File: src/rtl/mcu_spi_slave_pkg.sv
// mcu_spi_slave_pkg
//   Shared definitions for the MCU SPI slave and its consumers:
//   target ids on the MCU link and the slave FSM encoding.
package mcu_spi_slave_pkg;

    localparam logic [7:0] MCU_TGT_SYS = 8'd0;
    localparam logic [7:0] MCU_TGT_HID = 8'd1;
    localparam logic [7:0] MCU_TGT_OSD = 8'd2;
    localparam logic [7:0] MCU_TGT_SDC = 8'd3;

    typedef enum logic [1:0] {
        SPI_IDLE    = 2'd0,
        SPI_SELECT  = 2'd1,
        SPI_PAYLOAD = 2'd2
    } spi_state_e;

endpackage

File: src/rtl/mcu_spi_slave_sync_edge.sv
// sync_edge
//   Multi-flop synchroniser for an asynchronous input plus optional
//   single-clk rise/fall pulses derived from the synchronised level.
// Ports
//   clk, reset_n : system clock, async active-low reset (all flops to 0)
//   d            : asynchronous input
//   q            : synchronised level
//   rise, fall   : one-clk pulses on synchronised edges (0 when EDGES=0)
module sync_edge #(
    parameter int STAGES = 2,
    parameter bit EDGES  = 1'b1
) (
    input  logic clk,
    input  logic reset_n,
    input  logic d,
    output logic q,
    output logic rise,
    output logic fall
);

    logic [STAGES-1:0] sync_q;
    logic              prev_q;

    always_ff @(posedge clk or negedge reset_n) begin
        if (!reset_n) begin
            sync_q <= '0;
            prev_q <= 1'b0;
        end else begin
            sync_q <= {sync_q[STAGES-2:0], d};
            prev_q <= sync_q[STAGES-1];
        end
    end

    assign q    = sync_q[STAGES-1];
    assign rise = EDGES ? (q & ~prev_q) : 1'b0;
    assign fall = EDGES ? (~q & prev_q) : 1'b0;

endmodule

File: src/rtl/mcu_spi_slave.sv
// mcu_spi_slave
//   SPI mode-0 slave (MSB first) for the MCU link. The first byte of each
//   frame selects a target; following bytes are handed to that target as
//   data_in with a one-hot strobe. The selected target's data_out byte is
//   loaded two clks after each completed byte and shifted out on MISO.
// Ports
//   clk, reset_n    : system clock (>= 8x SCK), async active-low reset
//   spi_io_ss/clk/din : SPI pins, asynchronous to clk
//   spi_io_dout     : MISO, tx_shift[7] while SS low, else 0
//   data_in         : last received payload byte
//   data_in_start   : set with the first payload strobe of a frame
//   data_in_strobe  : one-clk, one-hot per target
//   target          : target id from the frame's first byte
//   data_out        : reply bytes, target t at [8t+7:8t]
module mcu_spi_slave
    import mcu_spi_slave_pkg::*;
#(
    parameter int NUM_TARGETS = 4,
    parameter int SYNC_STAGES = 2
) (
    input  logic                     clk,
    input  logic                     reset_n,
    input  logic                     spi_io_ss,
    input  logic                     spi_io_clk,
    input  logic                     spi_io_din,
    output logic                     spi_io_dout,
    output logic [7:0]               data_in,
    output logic                     data_in_start,
    output logic [NUM_TARGETS-1:0]   data_in_strobe,
    output logic [7:0]               target,
    input  logic [8*NUM_TARGETS-1:0] data_out
);

    logic ss_rise, ss_fall, sck_rise, sck_fall, din_q;
    logic ss_lvl_unused, sck_lvl_unused, din_rise_unused, din_fall_unused;

    sync_edge #(.STAGES(SYNC_STAGES), .EDGES(1'b1)) u_ss_sync (
        .clk(clk), .reset_n(reset_n), .d(spi_io_ss),
        .q(ss_lvl_unused), .rise(ss_rise), .fall(ss_fall)
    );

    sync_edge #(.STAGES(SYNC_STAGES), .EDGES(1'b1)) u_sck_sync (
        .clk(clk), .reset_n(reset_n), .d(spi_io_clk),
        .q(sck_lvl_unused), .rise(sck_rise), .fall(sck_fall)
    );

    sync_edge #(.STAGES(SYNC_STAGES), .EDGES(1'b0)) u_din_sync (
        .clk(clk), .reset_n(reset_n), .d(spi_io_din),
        .q(din_q), .rise(din_rise_unused), .fall(din_fall_unused)
    );

    spi_state_e state, state_nxt;

    logic [2:0]             bit_cnt;
    logic [7:0]             rx_shift;
    logic [7:0]             tx_shift;
    logic                   first_pl;
    // ld_pipe[0]: byte completed last clk (strobe now visible),
    // ld_pipe[1]: consumer has registered it, load tx this clk.
    logic [1:0]             ld_pipe;

    logic [7:0]             rx_byte;
    logic                   byte_done;
    logic [NUM_TARGETS-1:0] strobe_dec;
    logic [7:0]             tx_sel;

    assign rx_byte = {rx_shift[6:0], din_q};
    // SS rise wins over a coincident 8th SCK rise: the byte is dropped.
    assign byte_done = sck_rise && (bit_cnt == 3'd7) && (state != SPI_IDLE) && !ss_rise;

    // Out-of-range targets decode to no strobe and a zero reply.
    always_comb begin
        strobe_dec = '0;
        tx_sel     = '0;
        for (int t = 0; t < NUM_TARGETS; t++) begin
            if (target == 8'(t)) begin
                strobe_dec[t] = 1'b1;
                tx_sel        = data_out[8*t +: 8];
            end
        end
    end

    always_ff @(posedge clk or negedge reset_n) begin
        if (!reset_n) state <= SPI_IDLE;
        else          state <= state_nxt;
    end

    always_comb begin
        state_nxt = state;
        if (ss_rise) begin
            state_nxt = SPI_IDLE;
        end else begin
            case (state)
                SPI_IDLE:    if (ss_fall) state_nxt = SPI_SELECT;
                SPI_SELECT:  if (byte_done) state_nxt = SPI_PAYLOAD;
                SPI_PAYLOAD: state_nxt = SPI_PAYLOAD;
                default:     state_nxt = SPI_IDLE;
            endcase
        end
    end

    always_ff @(posedge clk or negedge reset_n) begin
        if (!reset_n) begin
            bit_cnt        <= '0;
            rx_shift       <= '0;
            tx_shift       <= '0;
            first_pl       <= 1'b0;
            ld_pipe        <= '0;
            data_in        <= '0;
            data_in_start  <= 1'b0;
            data_in_strobe <= '0;
            target         <= '0;
        end else begin
            data_in_strobe <= '0;
            ld_pipe        <= ss_rise ? 2'b00 : {ld_pipe[0], byte_done};

            if (!ss_rise) begin
                if (state == SPI_IDLE) begin
                    if (ss_fall) begin
                        bit_cnt  <= '0;
                        tx_shift <= '0;
                    end
                end else begin
                    if (sck_rise) begin
                        rx_shift <= rx_byte;
                        bit_cnt  <= bit_cnt + 3'd1;
                    end
                    if (byte_done) begin
                        if (state == SPI_SELECT) begin
                            target   <= rx_byte;
                            first_pl <= 1'b1;
                        end else begin
                            data_in        <= rx_byte;
                            data_in_start  <= first_pl;
                            data_in_strobe <= strobe_dec;
                            first_pl       <= 1'b0;
                        end
                    end
                    // bit_cnt==0 on the fall after the 8th bit: hold the
                    // shifter so the pending load sees an unshifted register.
                    if (ld_pipe[1])
                        tx_shift <= tx_sel;
                    else if (sck_fall && bit_cnt != 3'd0)
                        tx_shift <= {tx_shift[6:0], 1'b0};
                end
            end
        end
    end

    assign spi_io_dout = ~spi_io_ss & tx_shift[7];

    // SCK must not rise while the reply load is still pending.
    sck_rise_during_load_a: assert property (
        @(posedge clk) disable iff (!reset_n) !(sck_rise && (|ld_pipe))
    );

endmodule
File: config.mk
export PLATFORM = sky130hd
export DESIGN_NAME = mcu_spi_slave
export DESIGN_NICKNAME = d
export VERILOG_FILES = /design/src/rtl/mcu_spi_slave_pkg.sv /design/src/rtl/mcu_spi_slave_sync_edge.sv /design/src/rtl/mcu_spi_slave.sv
export SDC_FILE = /design/constraint.sdc
export NUM_CORES = 1
export LEC_CHECK = 0
export CAP_MARGIN = 20
export CORE_ASPECT_RATIO = 1.75
export CORE_MARGIN = 2
export CORE_UTILIZATION = 44
export DETAILED_ROUTE_END_ITERATION = 10
export PLACE_DENSITY = 0.75
export SLEW_MARGIN = 20
export SYNTH_ARGS = -nofsm -noshare
export SYNTH_HDL_FRONTEND = slang
export SYNTH_HIERARCHICAL = 1
export SYNTH_SLANG_ARGS = --single-unit
File: constraint.sdc
create_clock -name clk -period 1.9 [get_ports clk]
set_clock_uncertainty 0.15 [all_clocks]
set_input_delay 0.285 -clock clk [delete_from_list [all_inputs] [get_ports clk]]
set_output_delay 0.285 -clock clk [all_outputs]
set_load 0.005 [all_outputs]
==> results.json, run 1 <==
{
  "number_of_nets_produced_by_synthesis": 206,
  "synthCells": 163,
  "final_layout_size_suffix_gt1_share_pct": 31.2,
  "overflow": 0,
  "drt_pass1_iterations": 4,
  "io-pin-count": 59,
  "dpl_worst_slack_ps": -218,
  "placement.io_buffers": 58,
  "wire_per_inst_um": 16.4,
  "cts.clk_slew.worst_paths_ps": 100,
  "cp_num_buf_inv": 1,
  "clock-sinks": 52,
  "antenna_cells": 0,
  "area_growth_pct": 41.9,
  "floorplan_core_area_um2": 5210,
  "grt_pass1_vias": 1727,
  "timing.hold.worst.class": "reg2reg",
  "effective_utilization_at_floorplan_pct": 45.5,
  "post-dp-hpwl_um": 3700,
  "outcome": "finished clean",
  "drtIter0Drc": 36,
  "multiInputGateArea_um2": 1030,
  "clock_tree_from_tritoncts": "built",
  "timing.final.hold_violations": 0,
  "timing.critical_path.arrival_ps": 1400,
  "setup_violations": 0,
  "end_kind": "output pin",
  "cts_inserted_buffers": 5,
  "max_stage_delay_ps": 550,
  "largest_net_degree_at_the_start_of_global_routing": 53,
  "relSlewSlack_pct": 69.3,
  "worstPathRequired_ps": 1460,
  "clockBufferDepth": 2,
  "route.vias.total": 1591,
  "track_usage_pct": 17.6,
  "global_route_wire_length_before_repair_um": 7960,
  "drt.antenna.violating_nets": 0,
  "drv_slew": 0,
  "antenna_found_initial": 0,
  "cells_along_the_critical_path": "clkdlybuf4s50_1",
  "fp.dieArea_um2": 6010,
  "grt_setup_unrepaired": "no",
  "num-nets-final": 289,
  "peak_fanout_along_the_critical_path": 13,
  "p_total_mw": 2.92,
  "fin_crit_sh_pct": 96.4,
  "clock_insertion_delay_worst_skew_ps": 310,
  "timing.critical_path.max_delay_family": "buffers and inverters",
  "rows": 35,
  "avgViaCountPerCell": 5.27,
  "max_freq_mhz": 546,
  "final_core_utilization_pct": 64.5,
  "power.density_nw_per_um2": 869,
  "h-tree-depth": 2,
  "finalWeightedCongestion": 0.790,
  "yosysWarningCount": 6,
  "cts.root.buffer_cell": "clkbuf_8",
  "tns_ps": 0,
  "final.hold.worst_slack_ps": 209,
  "sequential_cell_area_um2": 1300,
  "finalWirelength_um": 4950,
  "timing_worst_slew_pin_value_ps": 458,
  "average_footprint_of_a_synthesized_cell_um2": 14.5,
  "die_w_um": 59.5,
  "syn_area_um2": 2370,
  "crit_path_top_delay_cell": "clkdlybuf4s50_1",
  "timing.critical_path.from_type": "flop",
  "leakagePower_nw": 1.57,
  "type_of_the_worst_setup_path": "reg2out",
  "layout_min_cycle_time_ps": 1830,
  "num-fill-cells": 398,
  "setup_ws_ps": 68.0,
  "route.detailed.drc": 0,
  "max_cap_viol_count": 0,
  "die-height_um": 101,
  "largest_vdd_supply_drop_mv": 0.856
}
## layout make-up
| class | instances | area share (%) |
|---|---|---|
| well taps | 55 | 2.05 |
| repair buffers | 81 | 23.8 |
| flip-flops and latches | 52 | 38.7 |
| clock buffers | 5 | 2.05 |
| clock inverters | 3 | 1.49 |
| inverters | 11 | 1.23 |
| multi-input cells | 95 | 30.7 |
## worst register-to-register path: stages, from the launching register on
cell	delay (ps)
dfrtp_1	430
buf_12	160
buf_12	110
mux4_2	480
nor2b_1	150
a221o_1	250
## sequential cells by signal, summed over array words and instances, names as in the netlist
name               flops
u_sck_sync/prev_q      1
u_sck_sync/sync_q      2
rx_shift               7
u_ss_sync/sync_q       2
tx_shift               8
ld_pipe                2
data_in_strobe         4
state                  2
first_pl               1
u_din_sync/sync_q      2
target                 8
bit_cnt                3
data_in_start          1
data_in                8
u_ss_sync/prev_q       1
## placed cells by master, fill, tap and decap left out, drive strengths merged
cell type      count
a21boi             1
nand3b             1
mux4               8
nand2              6
dfrtp             52
mux2i              3
clkbuf             5
nor2               6
a22oi              2
and2               1
a21o               2
and2b              3
ha                 6
a221o              7
inv               13
clkdlybuf4s50     57
a22o               1
nor2b             10
nor4               6
mux2              23
o21ai              6
o22ai              1
nand4              1
nor3b              1
bufinv             1
dlygate4sd3        1
buf               23
## final timing paths
kind                                                start                              to  slack, ps  depth (start not counted)
min in group asynchronous                         reset_n          bit_cnt[1]$_DFFE_PN0P_        350                          3
hold reg to reg            u_sck_sync/sync_q[0]$_DFF_PN0_  u_sck_sync/sync_q[1]$_DFF_PN0_        210                          0
hold / removal             u_sck_sync/sync_q[0]$_DFF_PN0_  u_sck_sync/sync_q[1]$_DFF_PN0_        210                          0
setup reg to reg                    target[0]$_DFFE_PN0P_         tx_shift[1]$_DFFE_PN0P_         80                          5
max in group asynchronous                         reset_n           target[1]$_DFFE_PN0P_       1020                          3
setup / recovery                    target[1]$_DFFE_PN0P_                       target[1]         70                          1
## what timing repair did
action | in CTS | in global routing
pin swaps | 1 | 2
hold endpoints to repair | 52 | 0
setup endpoints to repair | 11 | 20
buffers inserted | 3 | 4
hold buffers | 1 | 0
gates resized for setup | 2 | 9
## where the power goes
group / internal, mW / total (mW) / switching, mW / leakage (nW)
Sequential: 1.23 / 1.32 / 0.0915 / 0.693
Combinational: 0.451 / 0.816 / 0.365 / 0.818
Clock: 0.406 / 0.786 / 0.380 / 0.0607
## per-layer routing
| layer | track usage [%] | vias to the layer above | share of wire [%] |
|---|---|---|---|
| met5 | 0 | - | 0 |
| met4 | 4.72 | 0 | 0.71 |
| met3 | 4.11 | 4 | 4.1 |
| met2 | 29.9 | 36 | 54 |
| met1 | 21.9 | 795 | 41 |
| li1 | - | 756 | - |
## stage by stage
stage	area, µm²	cells
floorplan	2370	163
global placement	3120	286
detailed placement	3120	286
CTS	3280	298
global route	3360	302
finish	3360	302
(Power assumes the default switching activity.)
==> run 2: changes to the inputs <==
MAX_ROUTING_LAYER = met4   (was default)
==> run 2 against run 1 <==
Register-to-register slack is essentially flat. First-iteration DRC count shrank 19%. Combinational power barely moved. Maximum frequency about the same. Count of clock-buffer cells in the layout is the same. Worst setup slack better by 0.52 ps. Critical path depth stayed put. Non-clock buffer count is the same. Die area did not move. Cell area did not move.
==> results.json, run 2 (synthesis gave the netlist of run 1 again) <==
{
  "outcome": "finished clean",
  "final_layout_size_suffix_gt1_share_pct": 31.2,
  "wire_per_inst_um": 16.3,
  "route.detailed.drc": 0,
  "placed_cells": 286,
  "clockBufferDepth": 2,
  "timing.hold.worst.class": "reg2reg",
  "overflow": 0,
  "finalWirelength_um": 4930,
  "crit_path_top_delay_cell": "clkdlybuf4s50_1",
  "hold_path_startpoint": "u_sck_sync/sync_q[0]$_DFF_PN0_",
  "drtIter0Drc": 29,
  "largest_net_degree_at_the_start_of_global_routing": 53,
  "final_core_utilization_pct": 64.5,
  "drt_pass1_iterations": 4,
  "end_kind": "output pin",
  "antenna_cells": 0,
  "h-tree-depth": 2,
  "leakagePower_nw": 1.57,
  "effective_utilization_at_floorplan_pct": 45.5,
  "placement.io_buffers": 58,
  "route.vias.total": 1589,
  "layout_common_cells": "clkdlybuf4s50_1 (57), dfrtp_1 (51), buf_4 (18), mux2_4 (12)",
  "timing.critical_path.from_type": "flop",
  "worstPathRequired_ps": 1460,
  "most_frequent_standard_cell_in_the_layout_excluding_fill_and_tap_cells": "clkdlybuf4s50_1",
  "floorplan_core_area_um2": 5210,
  "drt.antenna.violating_nets": 0,
  "cells_along_the_critical_path": "clkdlybuf4s50_1",
  "num-fill-cells": 398,
  "die-height_um": 101,
  "highest_layer": "met4",
  "track_usage_pct": 18.1,
  "pwr-share-seq_pct": 45.1,
  "peak_fanout_along_the_critical_path": 13,
  "layout_top_registers": "data_in x8, target x8, tx_shift x8",
  "crit_path_start": "target[1]$_DFFE_PN0P_",
  "clock_insertion_delay_worst_skew_ps": 310,
  "fp.dieArea_um2": 6010,
  "r2r-start": "target[0]$_DFFE_PN0P_",
  "fin_crit_sh_pct": 96.4,
  "sw_power_mw": 0.838,
  "layout.cells.non_filler": 302,
  "clock-sinks": 52,
  "timing.critical_path.arrival_ps": 1400,
  "sw_frac_of_total_pct": 28.7,
  "largest_vdd_supply_drop_mv": 0.859,
  "setup_violations": 0,
  "cp_num_buf_inv": 1,
  "power.density_nw_per_um2": 869,
  "num-nets-final": 289,
  "clock_tree_from_tritoncts": "built",
  "grt_setup_unrepaired": "no",
  "timing_worst_slew_pin_value_ps": 458,
  "drv_slew": 0,
  "cts_inserted_buffers": 5,
  "relSlewSlack_pct": 69.2,
  "max_cap_viol_count": 0,
  "met2_layer_wire_length_in_the_routed_design_um": 2680,
  "finalWeightedCongestion": 0.802,
  "post-dp-hpwl_um": 3700,
  "tns_ps": 0,
  "area_growth_pct": 41.9,
  "rows": 35,
  "antenna_found_initial": 0,
  "type_of_the_worst_setup_path": "reg2out",
  "wl_met1_um": 2020,
  "wl_met3_um": 186,
  "max_freq_mhz": 546,
  "timing.critical_path.max_delay_family": "buffers and inverters",
  "share_comb_of_total_power_pct": 27.9,
  "global_route_wire_length_before_repair_um": 7980,
  "cts.clk_slew.worst_paths_ps": 100,
  "io-pin-count": 59,
  "grt_pass1_vias": 1713,
  "layout_min_cycle_time_ps": 1830,
  "p_int_mw": 2.09,
  "die_w_um": 59.5,
  "avgViaCountPerCell": 5.26,
  "max_stage_delay_ps": 550,
  "cts.root.buffer_cell": "clkbuf_8",
  "timing.final.hold_violations": 0,
  "p_clk_share_pct": 26.9
}
==> run 2: cell counts in the layout (fill, tap and decap cells not counted) <==
Identical to the previous run, type by type.
==> run 2: path summary, 6_finish.rpt <==
path / slack (ps) / cells past startpoint / end
min in group asynchronous: 350 / 3 / bit_cnt[1]$_DFFE_PN0P_
worst max register to register: 80 / 5 / tx_shift[1]$_DFFE_PN0P_
max in group asynchronous: 1010 / 3 / target[1]$_DFFE_PN0P_
worst min register to register: 210 / 0 / u_sck_sync/sync_q[1]$_DFF_PN0_
worst min-delay path: 210 / 0 / u_sck_sync/sync_q[1]$_DFF_PN0_
worst max-delay path: 70 / 1 / target[1]
==> run 2: final cells by class <==
cell class / instances / area [µm²] / area share, %
sequential: 52 / 1300 / 38.7
timing repair buffer: 81 / 801 / 23.8
clock inverter: 3 / 50.0 / 1.49
tap: 55 / 68.8 / 2.05
clock buffer: 5 / 68.8 / 2.05
multi-input combinational: 95 / 1030 / 30.7
inverter: 11 / 41.3 / 1.23
==> run 2: metrics by stage <==
step                hold slack [ps]  power (mW)  cell area (µm²)  worst slack, ps
floorplan                      -161        1.76             2370             -109
global placement                143        2.05             3120             -158
CTS                             214        2.89             3280             8.80
finish                          209        2.92             3360             68.6
global route                    224        3.10             3360             1.60
detailed placement              145        2.09             3120             -218
==> run 2: what timing repair did <==
item | CTS | global route
hold endpoints to repair | 52 | 0
setup endpoints to repair | 11 | 20
setup buffers | 3 | 4
gates resized for setup | 2 | 9
pin swaps | 1 | 2
hold buffers | 1 | 0
==> run 2: power groups by stage <==
stage | Clock [mW] | Combinational, mW | Sequential [mW]
2_1_floorplan | 0 | 0.434 | 1.32
3_3_place_gp | 0 | 0.708 | 1.34
3_5_place_dp | 0 | 0.747 | 1.34
4_1_cts | 0.814 | 0.759 | 1.32
5_1_grt | 0.856 | 0.908 | 1.34
6_report | 0.788 | 0.816 | 1.32
==> run 2: metal layers <==
| metal | GRT usage [%] | vias up |
|---|---|---|
| met5 | - | - |
| met3 | 4.11 | 4 |
| met4 | 4.72 | 0 |
| met1 | 22.0 | 796 |
| li1 | - | 756 |
| met2 | 29.9 | 33 |
==> run 3: changes to the inputs <==
GPL_ROUTABILITY_DRIVEN = 0   (was default)
SLEW_MARGIN = 30   (was 20)
==> run 3 against run 2 <==
Worst hold slack improved by 1.0 ps. Maximum frequency shrank 2.3%. Register-to-register slack worse by 50 ps. Critical path depth is 5 higher.
==> results.json, run 3 (synthesis gave the netlist of run 1 again) <==
{
  "track_usage_pct": 18.0,
  "placement.io_buffers": 58,
  "clock_tree_from_tritoncts": "built",
  "cts.clk_slew.worst_paths_ps": 90,
  "cts.root.buffer_cell": "clkbuf_8",
  "timing.critical_path.from_type": "flop",
  "type_of_the_worst_setup_path": "reg2reg",
  "timing.critical_path.arrival_ps": 1900,
  "timing_worst_slew_pin_value_ps": 425,
  "fin_crit_sh_pct": 98.6,
  "most_frequent_standard_cell_in_the_layout_excluding_fill_and_tap_cells": "clkdlybuf4s50_1",
  "r2r-start": "state[1]$_DFFE_PN0P_",
  "layout.cell_area.non_filler_um2": 3320,
  "layout_top_registers": "data_in x8, target x8, tx_shift x8",
  "clock-sinks": 52,
  "max_cap_viol_count": 0,
  "drv_slew": 0,
  "route.detailed.drc": 0,
  "hold_path_startpoint": "u_sck_sync/sync_q[0]$_DFF_PN0_",
  "fp.dieArea_um2": 6010,
  "final.hold.worst_slack_ps": 211,
  "layout.cells.non_filler": 298,
  "placed_cells": 286,
  "overflow": 0,
  "floorplan_core_area_um2": 5210,
  "layout_min_cycle_time_ps": 1870,
  "drtIter0Drc": 37,
  "die-height_um": 101,
  "peak_fanout_along_the_critical_path": 6,
  "largest_vdd_supply_drop_mv": 0.565,
  "r2r-end": "data_in_strobe[1]$_DFF_PN0_",
  "largest_net_degree_at_the_start_of_global_routing": 53,
  "antenna_found_initial": 0,
  "leakagePower_nw": 1.54,
  "io-pin-count": 59,
  "clock_insertion_delay_worst_skew_ps": 320,
  "postPlaceCellArea_um2": 3130,
  "timing.final.hold_violations": 0,
  "outcome": "finished clean",
  "layout_common_cells": "clkdlybuf4s50_1 (57), dfrtp_1 (51), buf_4 (14), mux2_4 (12)",
  "area_growth_pct": 40.0,
  "antenna_cells": 0,
  "worstHoldPathCells": 0,
  "clockBufferDepth": 2,
  "rows": 35,
  "global_route_wire_length_before_repair_um": 7830,
  "setup_ws_ps": 26.3,
  "relSlewSlack_pct": 71.5,
  "final_core_utilization_pct": 63.6,
  "effective_utilization_at_floorplan_pct": 45.5,
  "p_total_mw": 2.79,
  "cts_inserted_buffers": 5,
  "post-dp-hpwl_um": 3640,
  "timing.reg2reg.worst_path_depth": 6,
  "whs_endpoint": "u_sck_sync/sync_q[1]$_DFF_PN0_",
  "grt_pass1_vias": 1674,
  "power.density_nw_per_um2": 843,
  "avgViaCountPerCell": 5.35,
  "num-fill-cells": 403,
  "tns_ps": 0,
  "num-nets-final": 285,
  "die_w_um": 59.5,
  "setup_violations": 0,
  "worstPathRequired_ps": 1920,
  "h-tree-depth": 2,
  "drt.antenna.violating_nets": 0,
  "route.vias.total": 1595,
  "end_kind": "flop",
  "wire_per_inst_um": 16.5,
  "drt_pass1_iterations": 4,
  "finalWirelength_um": 4920,
  "timing.hold.worst.class": "reg2reg",
  "r2r_slack_ps": 30,
  "dpl_worst_slack_ps": -47.8,
  "max_freq_mhz": 534,
  "final_layout_size_suffix_gt1_share_pct": 30.5
}
## run 3: changes by cell type in the layout (fill, tap and decap cells not counted)
| cell | previous run | this run |
|---|---|---|
| buf_4 | 18 | 14 |
| bufinv_16 | 1 | 0 |
| clkinv_4 | 0 | 1 |
| clkinvlp_4 | 0 | 1 |
| inv_6 | 1 | 0 |
| nor4_1 | 5 | 4 |
| nor4_2 | 0 | 1 |
## run 3: where the power goes
group	internal (mW)	switching, mW	total, mW
clock	0.271	0.387	0.658
combinational	0.450	0.366	0.816
sequential	1.23	0.0926	1.32
## run 3: final cells by class
class                           instances  area [µm²]  share of cell area [%]
Timing Repair Buffer                   77         771                    23.2
Clock inverter                          3        27.5                   0.830
Tap cell                               55        68.8                    2.07
Sequential cell                        52        1300                    39.3
Multi-Input combinational cell         95        1040                    31.3
Inverter                               11        41.3                    1.24
Clock buffer                            5        68.8                    2.07
## run 3: worst max-delay path by stage
stage,from,endpoint,slack (ps),depth (start not counted)
floorplan,state[0]$_DFFE_PN0P_,target[0]$_DFFE_PN0P_,-110,7
global placement,bit_cnt[0]$_DFFE_PN0P_,tx_shift[1]$_DFFE_PN0P_,-160,6
detailed placement,state[0]$_DFFE_PN0P_,data_in_strobe[2]$_DFF_PN0_,-50,6
CTS,state[0]$_DFFE_PN0P_,tx_shift[7]$_DFFE_PN0P_,20,6
global route,state[1]$_DFFE_PN0P_,data_in_strobe[1]$_DFF_PN0_,-40,6
finish,state[1]$_DFFE_PN0P_,data_in_strobe[1]$_DFF_PN0_,30,6
## run 3: what timing repair did
item | in CTS | in global routing
pin swaps | 1 | 1
hold buffers | 1 | 0
hold endpoints to repair | 52 | 0
setup buffers | 3 | 0
endpoints found under the setup margin | 4 | 19
gates resized for setup | 2 | 9
## run 3: per-layer routing
layer	global-route usage, %	part of all wire, %
met1	21.5	40
met3	2.95	4.1
met4	8.39	2.0
met5	-	0
met2	29.1	54
## run 3: worst max-delay path, cell delays in order (launching register included)
cell and delay (ps):
dfrtp_1 370, inv_1 90, buf_4 140, ha_1 240, nand3b_4 210, buf_4 180
nor4_1 370
